$ cat src/rtl/l15_picodecoder_if.sv
`default_nettype none
// ============================================================================
// Module   : l15_picodecoder_if
// Purpose  : PicoRV32 native memory port plus L1.5 request channel bundle.
// Revision : 1.0 - initial release
// ============================================================================
interface l15_picodecoder_if;
    logic        pico_mem_valid;
    logic [31:0] pico_mem_addr;
    logic [31:0] pico_mem_wdata;
    logic [3:0]  pico_mem_wstrb;
    logic        pico_mem_ready;
    logic        l15_picodecoder_ack;

    logic        picodecoder_l15_val;
    logic [4:0]  picodecoder_l15_rqtype;
    logic        picodecoder_l15_nc;
    logic [2:0]  picodecoder_l15_size;
    logic [39:0] picodecoder_l15_address;
    logic [63:0] picodecoder_l15_data;
    logic        picodecoder_l15_threadid;
    logic        illegal_wstrb;

    modport master (
        output pico_mem_valid, pico_mem_addr, pico_mem_wdata, pico_mem_wstrb,
        output pico_mem_ready, l15_picodecoder_ack,
        input  picodecoder_l15_val, picodecoder_l15_rqtype, picodecoder_l15_nc,
        input  picodecoder_l15_size, picodecoder_l15_address, picodecoder_l15_data,
        input  picodecoder_l15_threadid, illegal_wstrb
    );

    modport slave (
        input  pico_mem_valid, pico_mem_addr, pico_mem_wdata, pico_mem_wstrb,
        input  pico_mem_ready, l15_picodecoder_ack,
        output picodecoder_l15_val, picodecoder_l15_rqtype, picodecoder_l15_nc,
        output picodecoder_l15_size, picodecoder_l15_address, picodecoder_l15_data,
        output picodecoder_l15_threadid, illegal_wstrb
    );
endinterface
`default_nettype wire

$ cat src/rtl/l15_picodecoder.sv
`default_nettype none
// ============================================================================
// Module   : l15_picodecoder
// Purpose  : Converts one PicoRV32 load/store at a time into an L1.5 request.
// Revision : 1.0 - initial release
// ============================================================================
module l15_picodecoder #(
    parameter logic [7:0] ADDR_HI = 8'h00
) (
    input wire               clk,
    input wire               rst_n,
    l15_picodecoder_if.slave bus
);
    localparam logic [4:0] LOAD_RQ   = 5'b00000;
    localparam logic [4:0] STORE_RQ  = 5'b00001;
    localparam logic [2:0] PCX_SZ_1B = 3'b000;
    localparam logic [2:0] PCX_SZ_2B = 3'b001;
    localparam logic [2:0] PCX_SZ_4B = 3'b010;

    typedef enum logic [1:0] {
        IDLE = 2'd0,
        REQ  = 2'd1,
        WAIT = 2'd2
    } state_t;

    state_t      state;
    logic [2:0]  dec_size;
    logic [1:0]  dec_off;
    logic        dec_illegal;
    logic        dec_load;
    logic [31:0] swapped;
    logic        unused_addr_lo;

    // Word alignment comes from the strobe pattern, never from addr[1:0].
    assign unused_addr_lo = ^bus.pico_mem_addr[1:0];

    assign dec_load = (bus.pico_mem_wstrb == 4'b0000);
    assign swapped  = {bus.pico_mem_wdata[7:0],   bus.pico_mem_wdata[15:8],
                       bus.pico_mem_wdata[23:16], bus.pico_mem_wdata[31:24]};

    always_comb begin
        dec_size    = PCX_SZ_4B;
        dec_off     = 2'b00;
        dec_illegal = 1'b0;
        case (bus.pico_mem_wstrb)
            4'b0000, 4'b1111: begin
                dec_size = PCX_SZ_4B;
            end
            4'b0011: begin
                dec_size = PCX_SZ_2B;
            end
            4'b1100: begin
                dec_size = PCX_SZ_2B;
                dec_off  = 2'b10;
            end
            4'b0001: begin
                dec_size = PCX_SZ_1B;
            end
            4'b0010: begin
                dec_size = PCX_SZ_1B;
                dec_off  = 2'b01;
            end
            4'b0100: begin
                dec_size = PCX_SZ_1B;
                dec_off  = 2'b10;
            end
            4'b1000: begin
                dec_size = PCX_SZ_1B;
                dec_off  = 2'b11;
            end
            default: begin
                dec_illegal = 1'b1;
            end
        endcase
    end

    assign bus.picodecoder_l15_threadid = 1'b0;

    always_ff @(posedge clk or negedge rst_n) begin
        if (!rst_n) begin
            state                       <= IDLE;
            bus.picodecoder_l15_val     <= 1'b0;
            bus.picodecoder_l15_rqtype  <= 5'b00000;
            bus.picodecoder_l15_nc      <= 1'b0;
            bus.picodecoder_l15_size    <= 3'b000;
            bus.picodecoder_l15_address <= 40'd0;
            bus.picodecoder_l15_data    <= 64'd0;
            bus.illegal_wstrb           <= 1'b0;
        end else begin
            bus.illegal_wstrb <= 1'b0;
            case (state)
                IDLE: begin
                    if (bus.pico_mem_valid) begin
                        bus.picodecoder_l15_val     <= 1'b1;
                        bus.picodecoder_l15_rqtype  <= dec_load ? LOAD_RQ : STORE_RQ;
                        bus.picodecoder_l15_nc      <= bus.pico_mem_addr[31];
                        bus.picodecoder_l15_size    <= dec_size;
                        bus.picodecoder_l15_address <= {ADDR_HI, bus.pico_mem_addr[31:2], dec_off};
                        bus.picodecoder_l15_data    <= dec_load ? 64'd0 : {swapped, swapped};
                        bus.illegal_wstrb           <= dec_illegal;
                        state                       <= REQ;
                    end
                end
                REQ: begin
                    // Ready racing the ack means the response already arrived; skip WAIT.
                    if (bus.l15_picodecoder_ack) begin
                        bus.picodecoder_l15_val <= 1'b0;
                        state <= bus.pico_mem_ready ? IDLE : WAIT;
                    end
                end
                WAIT: begin
                    if (bus.pico_mem_ready) begin
                        state <= IDLE;
                    end
                end
                default: begin
                    bus.picodecoder_l15_val <= 1'b0;
                    state <= IDLE;
                end
            endcase
        end
    end
endmodule
`default_nettype wire

$ cat src/flat_wrapper.sv
// flat-port wrapper written by rule: the top's interface ports become plain ports
module l15_picodecoder_flat 
#(
    parameter logic [7:0] ADDR_HI = 8'h00
)
  (clk, rst_n, bus_pico_mem_valid, bus_pico_mem_addr, bus_pico_mem_wdata, bus_pico_mem_wstrb, bus_pico_mem_ready, bus_l15_picodecoder_ack, bus_picodecoder_l15_val, bus_picodecoder_l15_rqtype, bus_picodecoder_l15_nc, bus_picodecoder_l15_size, bus_picodecoder_l15_address, bus_picodecoder_l15_data, bus_picodecoder_l15_threadid, bus_illegal_wstrb);
  l15_picodecoder_if bus_i ();
  input wire clk;
  input wire rst_n;
  input wire logic [$bits(bus_i.pico_mem_valid)-1:0] bus_pico_mem_valid;
  input wire logic [$bits(bus_i.pico_mem_addr)-1:0] bus_pico_mem_addr;
  input wire logic [$bits(bus_i.pico_mem_wdata)-1:0] bus_pico_mem_wdata;
  input wire logic [$bits(bus_i.pico_mem_wstrb)-1:0] bus_pico_mem_wstrb;
  input wire logic [$bits(bus_i.pico_mem_ready)-1:0] bus_pico_mem_ready;
  input wire logic [$bits(bus_i.l15_picodecoder_ack)-1:0] bus_l15_picodecoder_ack;
  output wire logic [$bits(bus_i.picodecoder_l15_val)-1:0] bus_picodecoder_l15_val;
  output wire logic [$bits(bus_i.picodecoder_l15_rqtype)-1:0] bus_picodecoder_l15_rqtype;
  output wire logic [$bits(bus_i.picodecoder_l15_nc)-1:0] bus_picodecoder_l15_nc;
  output wire logic [$bits(bus_i.picodecoder_l15_size)-1:0] bus_picodecoder_l15_size;
  output wire logic [$bits(bus_i.picodecoder_l15_address)-1:0] bus_picodecoder_l15_address;
  output wire logic [$bits(bus_i.picodecoder_l15_data)-1:0] bus_picodecoder_l15_data;
  output wire logic [$bits(bus_i.picodecoder_l15_threadid)-1:0] bus_picodecoder_l15_threadid;
  output wire logic [$bits(bus_i.illegal_wstrb)-1:0] bus_illegal_wstrb;
  assign bus_i.pico_mem_valid = bus_pico_mem_valid;
  assign bus_i.pico_mem_addr = bus_pico_mem_addr;
  assign bus_i.pico_mem_wdata = bus_pico_mem_wdata;
  assign bus_i.pico_mem_wstrb = bus_pico_mem_wstrb;
  assign bus_i.pico_mem_ready = bus_pico_mem_ready;
  assign bus_i.l15_picodecoder_ack = bus_l15_picodecoder_ack;
  assign bus_picodecoder_l15_val = bus_i.picodecoder_l15_val;
  assign bus_picodecoder_l15_rqtype = bus_i.picodecoder_l15_rqtype;
  assign bus_picodecoder_l15_nc = bus_i.picodecoder_l15_nc;
  assign bus_picodecoder_l15_size = bus_i.picodecoder_l15_size;
  assign bus_picodecoder_l15_address = bus_i.picodecoder_l15_address;
  assign bus_picodecoder_l15_data = bus_i.picodecoder_l15_data;
  assign bus_picodecoder_l15_threadid = bus_i.picodecoder_l15_threadid;
  assign bus_illegal_wstrb = bus_i.illegal_wstrb;
  l15_picodecoder #(.ADDR_HI(ADDR_HI)) u_core (.clk(clk), .rst_n(rst_n), .bus(bus_i));
endmodule
$ cat config.mk
export PLATFORM = sky130hd
export DESIGN_NAME = l15_picodecoder_flat
export DESIGN_NICKNAME = d
export VERILOG_FILES = /design/src/rtl/l15_picodecoder_if.sv /design/src/rtl/l15_picodecoder.sv /design/src/flat_wrapper.sv
export SDC_FILE = /design/constraint.sdc
export NUM_CORES = 1
export LEC_CHECK = 0
export BUFFER_PORTS_ARGS = -buffer_cell sky130_fd_sc_hd__buf_2
export CORE_AREA = 5 5 107 109
export DETAILED_ROUTE_END_ITERATION = 8
export DIE_AREA = 0 0 112 114
export PLACE_DENSITY_LB_ADDON = 0.3
export SYNTH_ARGS = -nofsm -noshare
export SYNTH_HDL_FRONTEND = slang
export SYNTH_SLANG_ARGS = --single-unit
$ cat constraint.sdc
create_clock -name clk -period 1.6 [get_ports clk]
set_clock_uncertainty 0.2 [all_clocks]
set_input_delay 0.16 -clock clk [delete_from_list [all_inputs] [get_ports clk]]
set_output_delay 0.16 -clock clk [all_outputs]
set_load 0.05 [all_outputs]
# After elaboration in Yosys (flattened, before gate mapping)
# Index checks and enable logic that the tools add are counted.
# totals
register_bits	109
input_bits	73
out_inout_bits	116
elab_cells	45
# classes
n_eq_ne	12
muxes	15
n_bitwise	1
n_reduce_logical	9
# op_table
operator	n
64-bit two-way mux	1
4-bit equality test (second input constant)	3
2-bit one-hot mux with 3 select lines	2
4-bit by 2-bit equality test with 1-bit output (second input constant)	2
2-bit two-way mux	4
8-bit OR reduction	1
1-bit two-way mux	6
2-bit inequality test (second input constant)	3
3-bit AND reduction	2
4-bit by 1-bit equality test with 1-bit output (second input constant)	1
4-bit by 3-bit equality test with 1-bit output (second input constant)	1
4-bit logical NOT	1
2-bit one-hot mux with 2 select lines	1
2-bit OR reduction	2
4-bit OR reduction	1
1-bit one-hot mux with 3 select lines	1
2-bit by 1-bit equality test with 1-bit output (second input constant)	1
2-bit equality test (second input constant)	1
2-bit logical NOT	1
2-bit AND reduction	1
1-bit inverter	1

# Depth between registers and ports, before layout
# depth
word_depth	5
depth_mapped	6
ltp_nobuf	3

# Least setup slack after synthesis
# Ideal clock, no wire load.
# synth_path
path_type	register to register
start	register u_core.state[1]
end	register u_core.bus.picodecoder_l15_address[10]
setup_time_ns	0.125
arrival_ns	1.361
required_time_ns	1.275
path_slack_ns	-0.086
path_stages_with_launch	5
period_less_slack_ns	1.686
path_cell_list	dfrtp_1 or3b_1 buf_4 buf_2 mux2_2
# synth_between
elab_chain_len	2
# synth_rtl
item	line_no	rtl
from (decl)	l15_picodecoder.sv:26	state_t state;
from (signal assigned)	l15_picodecoder.sv:108	state <= bus.pico_mem_ready ? IDLE : WAIT;
2-bit logical NOT	l15_picodecoder.sv:91	case (state)
2-bit AND reduction (no source line)	n/a	
to (signal assigned)	l15_picodecoder.sv:98	bus.picodecoder_l15_address <= {ADDR_HI, bus.pico_mem_addr[31:2], dec_off};
to (decl)	l15_picodecoder_if.sv:36	output picodecoder_l15_size, picodecoder_l15_address, picodecoder_l15_data,
# No other way between the ends.
# A chain may end at the register's enable or synchronous reset.

# Worst setup path after layout
# layout_path
start	register u_core.state[1]
end	register u_core.bus.picodecoder_l15_address[17]
# The elaborated chain is that of the path after synthesis.

==> out/results.md <==
Status
* run status: finished with violations
* violations in the final reports: setup timing

STA
* shortest period the worst path allows: 1.708 ns
* total negative slack for setup checks: -5.093 ns
* final-report hold violation count: 0
* RSZ-0062 raised after global routing: yes
* Max Transition Viols Final: 0
* peak clock frequency supported by timing: 585.6 MHz
* crit path setup slack, layout: -0.1078 ns
* Setup violations, final: 64
* final clock period utilization by the worst path: 106.7%

Global route
* total grt overflow: 0
* maximum number of pins on one net before global-route repair: 72
* vias in the first global route: 2733
* number of antenna violations at the first check in global routing: 0
* busiest metal layer after global routing: met2
* global-route met2 utilization: 24.98%
* global routing usage on met1: 15.42%
* met3 Resource Use GR: 5.995%
* global-route usage over all layers: 13.93%
* wire length of the first global-routing pass: 14160 um

Layout
* register cell area after layout: 0.001777 mm^2
* multi-input gate area in the final layout: 887.1 um^2
* fraction of layout cells with a size suffix above 1: 53.22%
* final std cell area, no fill: 0.004828 mm^2
* post-synthesis to final-layout area growth: 59.59%
* number of filler cells placed in the layout: 955
* fin cells: 591
* final antenna diode count: 0
* number of nets in the final layout: 519

Die
* starting density of the core: 28.79%
* y dimension of the die: 114 um
* area inside the core boundary: 0.01051 mm^2
* area of the die: 0.01277 mm^2
* I/O pin total: 189
* die width: 112 um
* Placement Rows: 38

Critical path
* crit path kind: reg -> reg
* Required @ worst endpoint: 1.61 ns
* kind of cell adding the most delay to the critical path: simple AND/OR/NAND/NOR gates
* cells along the critical path: or3b_4 -> buf_16 -> mux2_2
* largest driver fanout on the critical path: 36
* Data arrival, critical path: 1.72 ns
* Buffers & Inverters on Critical Path: 1
* peak per-stage delay on the critical path: 0.48 ns
* kind of end point of the critical path: flip-flop
* critical path startpoint category: flip-flop
* standard cell with the maximum stage delay on the critical path: or3b_4

Min path
* path type of the worst min-delay path: in -> reg

CTS
* Clk Latency, worst-skew pair: 0.33 ns
* clk slew on worst S/H paths: 0.08 ns
* H-tree levels: 3
* TritonCTS clock tree: done
* buffer levels on the longest clock path: 2
* CTS sink count: 71
* CTS buffer count: 9
* Clock Root Buffer: clkbuf_8

Detailed routing
* Total Routed Length: 8741 um
* drt first pass iters: 2
* starting DRC count in detailed routing: 78
* Via-to-Cell Ratio: 4.242
* # DRC: 0
* routed via count: 2507
* antenna violation net count after detailed routing: 0
* final routed wire length divided by cell count: 14.79 um

Synthesis
* sequential cell area fraction in the yosys report: 58.73%
* Post-Synthesis Cells: 222
* Avg Cell Area, Syn: 13.63 um^2
* area of the mapped netlist: 0.003025 mm^2
* total number of yosys warnings: 0
* post-synthesis cell type count: 27
* post-synthesis sequential element count: 71

Place
* count of buffers from port buffering: 172
* placed inst area: 0.003752 mm^2
* Placer Congestion: 0.7578
* post-placement setup slack: -0.3700 ns
* Placed Cells: 496
* HPWL Detailed: 5050 um

Flow run
* max_cap viols: 0

area by class of cell:
type / count / share of cell area [%]
clock buffers: 11 / 2.721
clock inverters: 5 / 1.710
inverters: 2 / 0.1555
multi-input cells: 104 / 18.37
flip-flops and latches: 71 / 36.80
well taps: 140 / 3.628
repair buffers: 258 / 36.62
worst register-to-register path: stages, from the launching register on:
cell and delay, ns:
dfrtp_1 0.38, or3b_4 0.48, buf_16 0.21, mux2_2 0.32
per-stage QoR:
step / hold WS [ns] / utilization, %
detailed placement: 0.006785 / 35.71
finish: 0.08417 / 45.95
CTS: 0.03816 / 45.87
global route: 0.06359 / 45.95
floorplan: -0.3356 / -
global placement: 0.005549 / 35.71
cells by family after synthesis:
family,synth area share (%)
AOI/OAI and AO/OA,12.03
xor gates and xnor gates,0.2895
and+or+nand+nor,3.019
DFF,58.73
other,0.1240
muxes,11.17
buffers and inverters,14.64
registers in the layout, indices dropped and copies added (netlist names):
| name | count |
|---|---|
| u_core.bus.illegal_wstrb | 1 |
| u_core.bus.picodecoder_l15_rqtype | 1 |
| u_core.bus.picodecoder_l15_val | 1 |
| u_core.bus.picodecoder_l15_data | 32 |
| u_core.bus.picodecoder_l15_address | 32 |
| u_core.state | 2 |
| u_core.bus.picodecoder_l15_size | 2 |
timing repair:
| action | 4_1_cts | 5_1_grt |
|---|---|---|
| cloned | 3 | 0 |
| buffers inserted | 6 | 0 |
| hold endpoints to repair | 138 | 0 |
| hold buffers | 70 | 0 |
| pin swaps | 1 | 4 |
| gates resized for setup | 13 | 2 |
| endpoints found under the setup margin | 68 | 66 |
worst paths after layout:
check / startpoint / end / slack [ns] / depth (start not counted)
worst max-delay path: u_core.state[1]$_DFFE_PN0P_ / u_core.bus.picodecoder_l15_address[17]$_DFFE_PN0P_ / -0.11 / 3
worst min-delay path: bus_pico_mem_wstrb[3] / u_core.bus.picodecoder_l15_address[0]$_DFFE_PN0P_ / 0.08 / 4
worst max register to register: u_core.state[1]$_DFFE_PN0P_ / u_core.bus.picodecoder_l15_address[17]$_DFFE_PN0P_ / -0.11 / 3
worst min register to register: u_core.bus.picodecoder_l15_rqtype[0]$_DFFE_PN0P_ / u_core.bus.picodecoder_l15_rqtype[0]$_DFFE_PN0P_ / 0.27 / 1
max in group asynchronous: rst_n / u_core.bus.picodecoder_l15_address[1]$_DFFE_PN0P_ / 0.70 / 3
min in group asynchronous: rst_n / u_core.bus.picodecoder_l15_address[24]$_DFFE_PN0P_ / 0.15 / 3
cells in the mapped netlist, drive strengths merged:
library cell	instances	area, um^2
and4	1	8.760
o21ai	3	15.01
conb	1	3.750
nor3	1	5.000
or3b	1	8.760
a21oi	2	10.01
buf	55	420.4
inv	2	7.510
nor2b	1	13.76
a211oi	1	7.510
nand2	3	11.26
and4bb	1	12.51
o41ai	1	8.760
dfrtp	71	1777
a21o	2	15.01
clkbuf	4	15.01
a2bb2oi	1	8.760
mux2	30	337.8
o22ai	2	12.51
a22o	32	280.3
xnor2	1	8.760
a31oi	1	6.260
or4	1	11.26
nor2	3	11.26
and3b	1	8.760
metal layers:
layer,vias up,share of wire [%]
li1,1180,-
met1,1214,38
met2,105,52
met3,8,9.0
met4,0,1.1
met5,-,0
cells in the final DEF, fill, tap and decap left out:
cell           Yosys  final
or3b_4             0      1
nand2_1            3      3
dlygate4sd3_1      0     70
buf_2              3    171
bufinv_16          0      2
clkinv_2           0      1
clkbuf_8           0      9
a21oi_1            2      1
a2bb2oi_1          1      1
o41ai_2            0      1
a31oi_1            1      1
nor2b_4            1      2
buf_12             0      2
or4_4              1      1
dfrtp_1           71     71
and3b_1            1      1
xnor2_1            1      1
nor2_1             3      3
buf_4             48      8
buf_16             0      2
conb_1             1     14
nor3_2             0      1
clkinv_4           0      2
a21oi_2            0      1
and4bb_2           1      1
mux2_2            30     30
clkbuf_1           4      2
o22ai_1            2      2
and4_1             1      1
buf_6              4      5
o21ai_0            3      3
a211oi_1           1      1
inv_1              2      2
a22o_1            32     32
a21o_1             2      2
Power is left out: the tool's default activity adds up to more than one toggle a clock period on the data nets, which glitch-free logic cannot reach.
